## src/rtl/alu_seq.sv

```systemverilog
// -----------------------------------------------------------------------------
// alu_seq -- handshaked, registered ALU with a multi-cycle multiply engine.
//
// Sits between the operand register file and the writeback stage. A command
// (op_a, op_b, op_sel) is taken when in_valid && in_ready. Logic/add/sub
// results appear one cycle after acceptance. Multiply (and divide, when built
// in) iterates one bit per cycle in a shift-add / restoring-subtract engine,
// which gives WIDTH+1 cycles of latency.
//
// Optional feature: define ALU_SEQ_DIV_EN to enable opcode 110 as unsigned
// restoring division. Without the macro, 110 behaves as a reserved opcode.
//
// Parameters:
//   WIDTH      operand width, 4..32; result is 2*WIDTH bits
//
// Ports:
//   clk        system clock, rising edge
//   rst        asynchronous, active-high reset
//   in_valid   command presented
//   in_ready   command can be accepted this cycle
//   op_a/op_b  unsigned operands
//   op_sel     000 add, 001 sub, 010 and, 011 or, 100 mul, 101 xor,
//              110 div (or reserved), 111 reserved
//   out_valid  result and flags valid
//   out_ready  downstream accepts the result
//   result     2*WIDTH-bit result, zero-extended for narrow ops
//   zero_flag  result == 0 over all 2*WIDTH bits
//   carry_flag add carry-out / sub borrow
//   err_flag   reserved opcode or divide by zero
//   busy       multi-cycle operation in progress
// -----------------------------------------------------------------------------
module alu_seq #(
   parameter int WIDTH = 8
) (
   input  logic               clk,
   input  logic               rst,
   input  logic               in_valid,
   output logic               in_ready,
   input  logic [WIDTH-1:0]   op_a,
   input  logic [WIDTH-1:0]   op_b,
   input  logic [2:0]         op_sel,
   output logic               out_valid,
   input  logic               out_ready,
   output logic [2*WIDTH-1:0] result,
   output logic               zero_flag,
   output logic               carry_flag,
   output logic               err_flag,
   output logic               busy
);

   localparam int CW = (WIDTH > 1) ? $clog2(WIDTH) : 1;
   localparam logic [CW-1:0] LAST_STEP = CW'(WIDTH - 1);

   localparam logic [2:0] OP_ADD = 3'b000;
   localparam logic [2:0] OP_SUB = 3'b001;
   localparam logic [2:0] OP_AND = 3'b010;
   localparam logic [2:0] OP_OR  = 3'b011;
   localparam logic [2:0] OP_MUL = 3'b100;
   localparam logic [2:0] OP_XOR = 3'b101;
`ifdef ALU_SEQ_DIV_EN
   localparam logic [2:0] OP_DIV = 3'b110;
`endif

   typedef enum logic [1:0] {
      IDLE = 2'd0,
      EXEC = 2'd1,
      DONE = 2'd2
   } state_t;

   state_t             state, state_n;
   logic [CW-1:0]      cnt;
   // Engine registers: hi/lo hold partial product (mul) or remainder/quotient
   // (div); m holds the multiplicand or divisor.
   logic [WIDTH-1:0]   work_hi, work_lo, work_m;
   logic [WIDTH-1:0]   step_hi, step_lo;
   logic [WIDTH:0]     mul_sum;
   logic [WIDTH:0]     sum_ab;
   logic [2*WIDTH-1:0] sc_result;
   logic               sc_carry, sc_err, is_multi;
   logic               accept, last;
`ifdef ALU_SEQ_DIV_EN
   logic               is_div;
   logic [WIDTH:0]     div_shift;
   logic               div_ge;
`endif

   assign in_ready  = (state == IDLE) || (state == DONE && out_ready);
   assign out_valid = (state == DONE);
   assign busy      = (state == EXEC);
   assign accept    = in_valid && in_ready;
   assign last      = (cnt == LAST_STEP);
   assign sum_ab    = {1'b0, op_a} + {1'b0, op_b};

   // Single-cycle result decode, evaluated on the operands being accepted.
   always_comb begin
      // NOTE: every output of a combinational block gets a default first so
      // no path leaves it unassigned and no latch is inferred.
      sc_result = '0;
      sc_carry  = 1'b0;
      sc_err    = 1'b0;
      is_multi  = 1'b0;
      case (op_sel)
         OP_ADD: begin
            sc_result = {{(WIDTH-1){1'b0}}, sum_ab};
            sc_carry  = sum_ab[WIDTH];
         end
         OP_SUB: begin
            sc_result = {{WIDTH{1'b0}}, op_a - op_b};
            sc_carry  = (op_a < op_b);
         end
         OP_AND: sc_result = {{WIDTH{1'b0}}, op_a & op_b};
         OP_OR:  sc_result = {{WIDTH{1'b0}}, op_a | op_b};
         OP_XOR: sc_result = {{WIDTH{1'b0}}, op_a ^ op_b};
         OP_MUL: is_multi  = 1'b1;
`ifdef ALU_SEQ_DIV_EN
         OP_DIV: begin
            // Divide by zero skips the engine and reports immediately.
            if (op_b == '0) begin
               sc_result = '1;
               sc_err    = 1'b1;
            end else begin
               is_multi  = 1'b1;
            end
         end
`endif
         default: sc_err = 1'b1;
      endcase
   end

   // One iteration of the multi-cycle engine.
   always_comb begin
      // Shift-add: conditionally add the multiplicand to the upper half, then
      // shift the {hi, lo} pair right; the multiplier drains out of lo.
      mul_sum = {1'b0, work_hi} + {1'b0, (work_lo[0] ? work_m : '0)};
      step_hi = mul_sum[WIDTH:1];
      step_lo = {mul_sum[0], work_lo[WIDTH-1:1]};
`ifdef ALU_SEQ_DIV_EN
      // Restoring division: shift the next dividend bit into the remainder
      // and subtract the divisor only if it fits. The remainder stays below
      // the divisor, so WIDTH bits suffice after the subtract.
      div_shift = {work_hi, work_lo[WIDTH-1]};
      div_ge    = (div_shift >= {1'b0, work_m});
      if (is_div) begin
         step_hi = div_ge ? (div_shift[WIDTH-1:0] - work_m) : div_shift[WIDTH-1:0];
         step_lo = {work_lo[WIDTH-2:0], div_ge};
      end
`endif
   end

   // Next-state logic.
   always_comb begin
      state_n = state;
      if (accept) begin
         state_n = is_multi ? EXEC : DONE;
      end else begin
         case (state)
            EXEC:    if (last) state_n = DONE;
            DONE:    if (out_ready) state_n = IDLE;
            default: state_n = state;
         endcase
      end
   end

   always_ff @(posedge clk or posedge rst) begin
      if (rst) begin
         // NOTE: sequential state is written with non-blocking assignments so
         // every register samples values from before the clock edge.
         state      <= IDLE;
         cnt        <= '0;
         work_hi    <= '0;
         work_lo    <= '0;
         work_m     <= '0;
         result     <= '0;
         zero_flag  <= 1'b0;
         carry_flag <= 1'b0;
         err_flag   <= 1'b0;
`ifdef ALU_SEQ_DIV_EN
         is_div     <= 1'b0;
`endif
      end else begin
         state <= state_n;
         if (accept) begin
            if (is_multi) begin
               work_hi <= '0;
               work_lo <= op_a;
               work_m  <= op_b;
               cnt     <= '0;
`ifdef ALU_SEQ_DIV_EN
               is_div  <= (op_sel == OP_DIV);
`endif
            end else begin
               result     <= sc_result;
               zero_flag  <= (sc_result == '0);
               carry_flag <= sc_carry;
               err_flag   <= sc_err;
            end
         end else if (state == EXEC) begin
            work_hi <= step_hi;
            work_lo <= step_lo;
            cnt     <= cnt + CW'(1);
            // Flags are derived from the value being written, not the
            // previously held result.
            if (last) begin
               result     <= {step_hi, step_lo};
               zero_flag  <= ({step_hi, step_lo} == '0);
               carry_flag <= 1'b0;
               err_flag   <= 1'b0;
            end
         end
      end
   end

endmodule

```

## config.mk

```make
export PLATFORM = sky130hd
export DESIGN_NAME = alu_seq
export DESIGN_NICKNAME = d
export VERILOG_FILES = /design/src/rtl/alu_seq.sv
export SDC_FILE = /design/constraint.sdc
export NUM_CORES = 1
export LEC_CHECK = 0
export BUFFER_PORTS_ARGS = -buffer_cell sky130_fd_sc_hd__clkbuf_2
export CELL_PAD_IN_SITES_DETAIL_PLACEMENT = 0
export CELL_PAD_IN_SITES_GLOBAL_PLACEMENT = 1
export CORE_ASPECT_RATIO = 1.4
export CORE_UTILIZATION = 40
export DETAILED_ROUTE_END_ITERATION = 10
export HOLD_SLACK_MARGIN = 0.02
export PLACE_DENSITY_LB_ADDON = 0.1
export SKIP_CTS_REPAIR_TIMING = 1
export SYNTH_ARGS = -nofsm -noshare
export SYNTH_HDL_FRONTEND = slang
export SYNTH_SLANG_ARGS = --single-unit
```

## constraint.sdc

```tcl
create_clock -name clk -period 2.6 [get_ports clk]
set_input_delay 0.52 -clock clk [delete_from_list [all_inputs] [get_ports clk]]
set_output_delay 0.52 -clock clk [all_outputs]
set_load 0.05 [all_outputs]
```

## After elaboration in Yosys (flattened, before gate mapping)

Index checks and enable logic that the tools add are counted.

| storage, ports and cells | value |
|---|---|
| bits in registers | 48 |
| input bits | 23 |
| word-level logic and storage cells | 77 |

| cells by class | value |
|---|---|
| $add $sub $neg | 4 |
| $lt $le $gt $ge | 1 |
| equality and inequality tests | 12 |
| mux-type cells | 33 |
| bitwise logic cells | 3 |
| reduce and logical (&&, ||, !) cells | 15 |

Operators by type and width:

| kind | number |
|---|---|
| 2-to-1 mux 16 bit | 4 |
| 2-to-1 mux 8 bit | 7 |
| case mux 9 bit (5 select lines) | 1 |
| zero test 16 bit | 2 |
| adder 8 x 8 -> 9 bit | 2 |
| 2-to-1 mux 1 bit | 12 |
| equality test 3 bit (second input constant) | 3 |
| 2-to-1 mux 3 bit | 3 |
| AND 8 bit | 1 |
| less-than comparator 8 bit | 1 |
| 2-to-1 mux 2 bit | 4 |
| bitwise OR 8 bit | 1 |
| subtractor 8 bit | 1 |
| bitwise XOR 8 bit | 1 |
| equality test 3 x 2 -> 1 bit (second input constant) | 2 |
| inequality test 3 x 1 -> 1 bit (second input constant) | 2 |
| AND reduction 3 bit | 2 |
| OR reduction 6 bit | 1 |
| inequality test 2 bit (second input constant) | 2 |
| case mux 2 bit (2 select lines) | 1 |
| AND reduction 2 bit | 2 |
| nonzero test 2 bit | 2 |
| adder 3 x 1 -> 3 bit (second input constant) | 1 |
| equality test 3 x 1 -> 1 bit (second input constant) | 1 |
| 8 further kinds | 9 |

## Longest topological paths before layout

| depth | value |
|---|---|
| word-level depth | 6 |
| gate-level depth with buffers | 11 |
| depth with buffers taken out | 10 |

## Worst setup path before layout

No wires, ideal clock.

| timing | value |
|---|---|
| path type | register -> register |
| from | reg state[0] |
| to | reg work_hi[7] |
| setup time | 0.135 ns |
| arrival time | 2.668 ns |
| required time | 2.465 ns |
| setup slack | -0.203 ns |
| stages on the path, launching flop included | 12 |
| cell sequence | dfrtp_1 inv_1 ha_1 a21o_1 and2_1 buf_2 nand3_1 and2_1 buf_2 buf_2 nand2_1 o21ai_0 |

| between the ends | value |
|---|---|
| word-level cells in the longest chain between the ends | 6 |

Ends and longest elaborated chain:

| element | line | text |
|---|---|---|
| start, declared | 70 | `state_t state, state_n;` |
| start signal, assigned | 181 | `state <= state_n;` |
| equality test 2 bit (*) | -- |  |
| net out_valid | 42 | `output logic out_valid,` |
| logical AND 1 bit (*) | 87 | `assign in_ready = (state == IDLE) \|\| (state == DONE && out_ready);` |
| logical OR 1 bit (*) | 87 |  |
| net in_ready | 38 | `output logic in_ready,` |
| logical AND 1 bit (*) | 90 | `assign accept = in_valid && in_ready;` |
| inequality test 2 bit (no source line) / nonzero test 2 bit (equally long branches) | -- |  |
| AND reduction 2 bit (no source line) | -- |  |
| end signal, assigned | 198 | `work_hi <= step_hi;` |
| end, declared | 74 | `logic [WIDTH-1:0] work_hi, work_lo, work_m;` |

The timed path passes the listed nets; every way through them passes the cells marked *.
A chain may end at the register's enable or synchronous reset.

## Worst setup path in the final report

| timing | value |
|---|---|
| from | reg work_lo[0] |
| to | reg zero_flag |

| between the ends | value |
|---|---|
| word-level cells in the longest chain between the ends | 6 |

Ends and longest elaborated chain:

| element | line | text |
|---|---|---|
| start, declared | 74 |  |
| start signal, assigned | 185 | `work_lo <= op_a;` |
| start signal, assigned | 199 | `work_lo <= step_lo;` |
| 2-to-1 mux 8 bit | 134 | `mul_sum = {1'b0, work_hi} + {1'b0, (work_lo[0] ? work_m : '0)};` |
| adder 8 x 8 -> 9 bit | 134 |  |
| zero test 16 bit | 205 | `zero_flag <= ({step_hi, step_lo} == '0);` |
| 2-to-1 mux 1 bit | 203 | `if (last) begin` |
| 2-to-1 mux 1 bit | 197 | `end else if (state == EXEC) begin` |
| 2-to-1 mux 1 bit | 182 | `if (accept) begin` |
| end signal, assigned | 193 | `zero_flag <= (sc_result == '0);` |
| end signal, assigned | 205 |  |
| end, declared | 45 | `output logic zero_flag,` |

No other way between the ends. The select of a mux whose other input is x is not followed.

==> run_results.csv <==
group,metric,value,unit
timing,fin_crit_sh,97.7,%
cells_and_area,final_area,4670,um^2
clocking,clkSinkCount,48,
grt,grt_max_degree,49,
synth,synthCells,435,
clocking,htree_levels,2,
grt,grt_pass1_wl,17.3,mm
cells_and_area,final-seq-area,1200,um^2
power,ir_worst_vdd,471,uV
grt,overflow,0,
power,leakagePower,2.33,nW
synth,ys_seq_area_share,32.2,%
routing,final_antenna_net_count,0,
critical_path,required,2810,ps
place,dp_hpwl,8.76,mm
routing,avgRoutedWirePerCell,16.9,um
die,ios,45,
synth,synth.avg_cell_area,8.57,um^2
cells_and_area,antenna_cells,0,
synth,ys.flop_type,"dfrtp_1",
critical_path,crit_path_end_kind,"register",
clocking,cts_tree,"yes",
routing,top_layer_used,"met4",
synth,syn-num-nets,499,
timing,drv_slew,0,
clocking,cts.path.max_buffers,2,
critical_path,cp-start-kind,"register",
grt,antenna_found_initial,0,
die,start_util,41.3,%
synth,yosys-top-cells-count,"nand2_1 (55), o21ai_0 (52), dfrtp_1 (48), ha_1 (38), inv_1 (31)",
cells_and_area,multi_input_area,2340,um^2
critical_path,cpPeakStageDelay,460,ps
cells_and_area,fillCellCount,908,
hold_path,holdCritPathClass,"in -> async",
timing,rsz0062_at_grt,"true",
critical_path,cpMaxStageDelayCell,"or3b_2",
routing,drt_iter0_markers,143,
timing,fin_crit,2540,ps
grt,gr-usage-all-layers,22.9,%
critical_path,critical_path_arrival,2750,ps
clocking,clk_latency,290,ps
grt,grt_pass1_vias,3421,
routing,avgViaCountPerCell,5.38,
synth,syn_area,3730,um^2
place,post_dp_cell_area,4460,um^2
timing,worst_pin_slew,609,ps
synth,ys_types,65,
critical_path,critPathKind,"reg -> reg",
clocking,cts-buffers-inserted,5,
place,port_buffers,44,
timing,hold_ws,370,ps
routing,wl,10.8,mm
routing,dr_wl_met2,5.87,mm
critical_path,worstPathMaxFanout,3,
synth,synth.most_common_cell,"nand2_1",
timing,clock_skew,5.40,ps
synth,synth_area_leaders,"dfrtp_1 (32%), ha_1 (13%), o21ai_0 (7.0%), nand2_1 (5.5%), inv_1 (3.1%)",
clocking,clk_pin_slew_worst_paths,70,ps
synth,synth_edf_count,0,
timing,slew-limit-headroom,59.4,%
routing,route.met3.wl,319,um
power,pwr_density_cell,374,nW/um^2
die,die_x,83.6,um
die,dieArea,9720,um^2
run,cap_violations,0,
place,place.gp.congestion,0.908,
clocking,root_buffer,"clkbuf_16",
cells_and_area,drive_above_1_share,28.7,%
status,status,"finished, final reports clean",
timing,setup_viol_count_final,0,
timing,max_freq,394,MHz
routing,vias,3450,
timing,report.final.hold_viol_count,0,
cells_and_area,area_delta_synth_final,25.2,%
synth,synth_warnings,0,
die,rows,41,
cells_and_area,final_nets,598,
critical_path,worstPathCellList,"and2_1, ha_2, fa_2, a211oi_2, nor3b_2, o21ai_1, or3b_2, o21ai_2, nand3_1, o211ai_1",
synth,synth_area_leader_cell,"dfrtp_1",
routing,drt-pass1-iter-count,5,
die,core,9030,um^2
synth,ys_ff_latch,48,
routing,wl_met1,4.36,mm
die,die_h,116,um
routing,drc_errors,0,
synth,async_flop_share,100,%
synth,synth.top_cell.area_share,32.2,%
metal layers:
metal,vias up,GRT usage [%]
met5,-,0
li1,1737,-
met2,64,44.6
met4,0,9.27
met3,17,2.69
met1,1632,25.1
worst max-delay path: cells and delay by family (launching register included):
family                   cells  cell delay, ps
AO/OA/AOI/OAI                4             660
flip-flops                   1             390
AND/OR/NAND/NOR              4             840
adder cells (fa/ha/maj)      2             570
sequential cells by signal, summed over array words and instances, names as in the netlist, 2 cells and up:
name and count:
work_m 8, result 16, work_hi 8, cnt 3, state 2, work_lo 8
power by group:
| group | leakage, nW | switching (mW) | internal [mW] | total (mW) |
|---|---|---|---|---|
| logic | 1.60 | 0.208 | 0.166 | 0.374 |
| clock network | 0.0657 | 0.276 | 0.349 | 0.625 |
| registers | 0.661 | 0 | 0.747 | 0.747 |
| total | 2.33 | 0.484 | 1.26 | 1.75 |
through the flow:
stage / setup TNS, ps / total power [mW] / setup slack (ps) / utilization (%) / std cells
after floorplan: 0 / 0.971 / 45.1 / - / 435
after global placement: -1270 / 1.12 / -297 / 49.4 / 632
after detailed placement: -1500 / 1.12 / -296 / 49.4 / 632
after CTS: -230 / 1.75 / -104 / 50.9 / 639
after global routing: -271 / 1.82 / -132 / 51.7 / 641
final: 0 / 1.75 / 60.2 / 51.7 / 641
final timing paths:
| check | from | endpoint | slack [ps] | depth (start not counted) |
|---|---|---|---|---|
| max in group asynchronous | rst | work_hi[2]$_DFFE_PP0P_ | 1840 | 3 |
| hold reg to reg | work_m[3]$_DFFE_PP0P_ | work_m[3]$_DFFE_PP0P_ | 470 | 2 |
| setup reg to reg | work_lo[0]$_DFFE_PP0P_ | zero_flag$_DFFE_PP0P_ | 60 | 10 |
| min in group clk | work_m[3]$_DFFE_PP0P_ | work_m[3]$_DFFE_PP0P_ | 470 | 2 |
| setup / recovery | work_lo[0]$_DFFE_PP0P_ | zero_flag$_DFFE_PP0P_ | 60 | 10 |
| hold / removal | rst | work_lo[6]$_DFFE_PP0P_ | 370 | 3 |
cell usage in the layout, fill, tap and decap left out, types with 3 or more instances in the layout:
cell type and count:
nand3_1 16, nor3_1 7, nand2_1 55, a21boi_0 3
nor2_1 26, mux2i_1 9, dfrtp_1 48, o21ai_1 3
a22o_1 3, buf_4 70, inv_1 30, nor2b_1 5
o211ai_1 11, clkbuf_2 44, o21ai_0 50, and2_1 12
xnor2_1 6, o21bai_1 5, and3_1 3, a21oi_1 19
clkbuf_16 5, ha_1 36
layout make-up:
class                   instances  area share, %
well taps                     107           2.87
inverters                      31           2.49
clock buffers                   5           2.68
repair buffers                114           16.0
clock inverters                 2          0.268
flip-flops and latches         48           25.7
multi-input cells             334           50.0
cells by family (layout without fill, tap and decap cells):
kind of cell,count (synthesis),count (layout),share of synthesized area [%]
DFF,48,48,32.2
xor gates and xnor gates,7,7,1.64
buffers and inverters,53,152,6.94
adders and majority gates,41,41,14.4
and+or+nand+nor,145,145,19.1
muxes,11,11,3.02
AOI/OAI and AO/OA,130,130,22.7
Power figures use the tool's default switching activity.
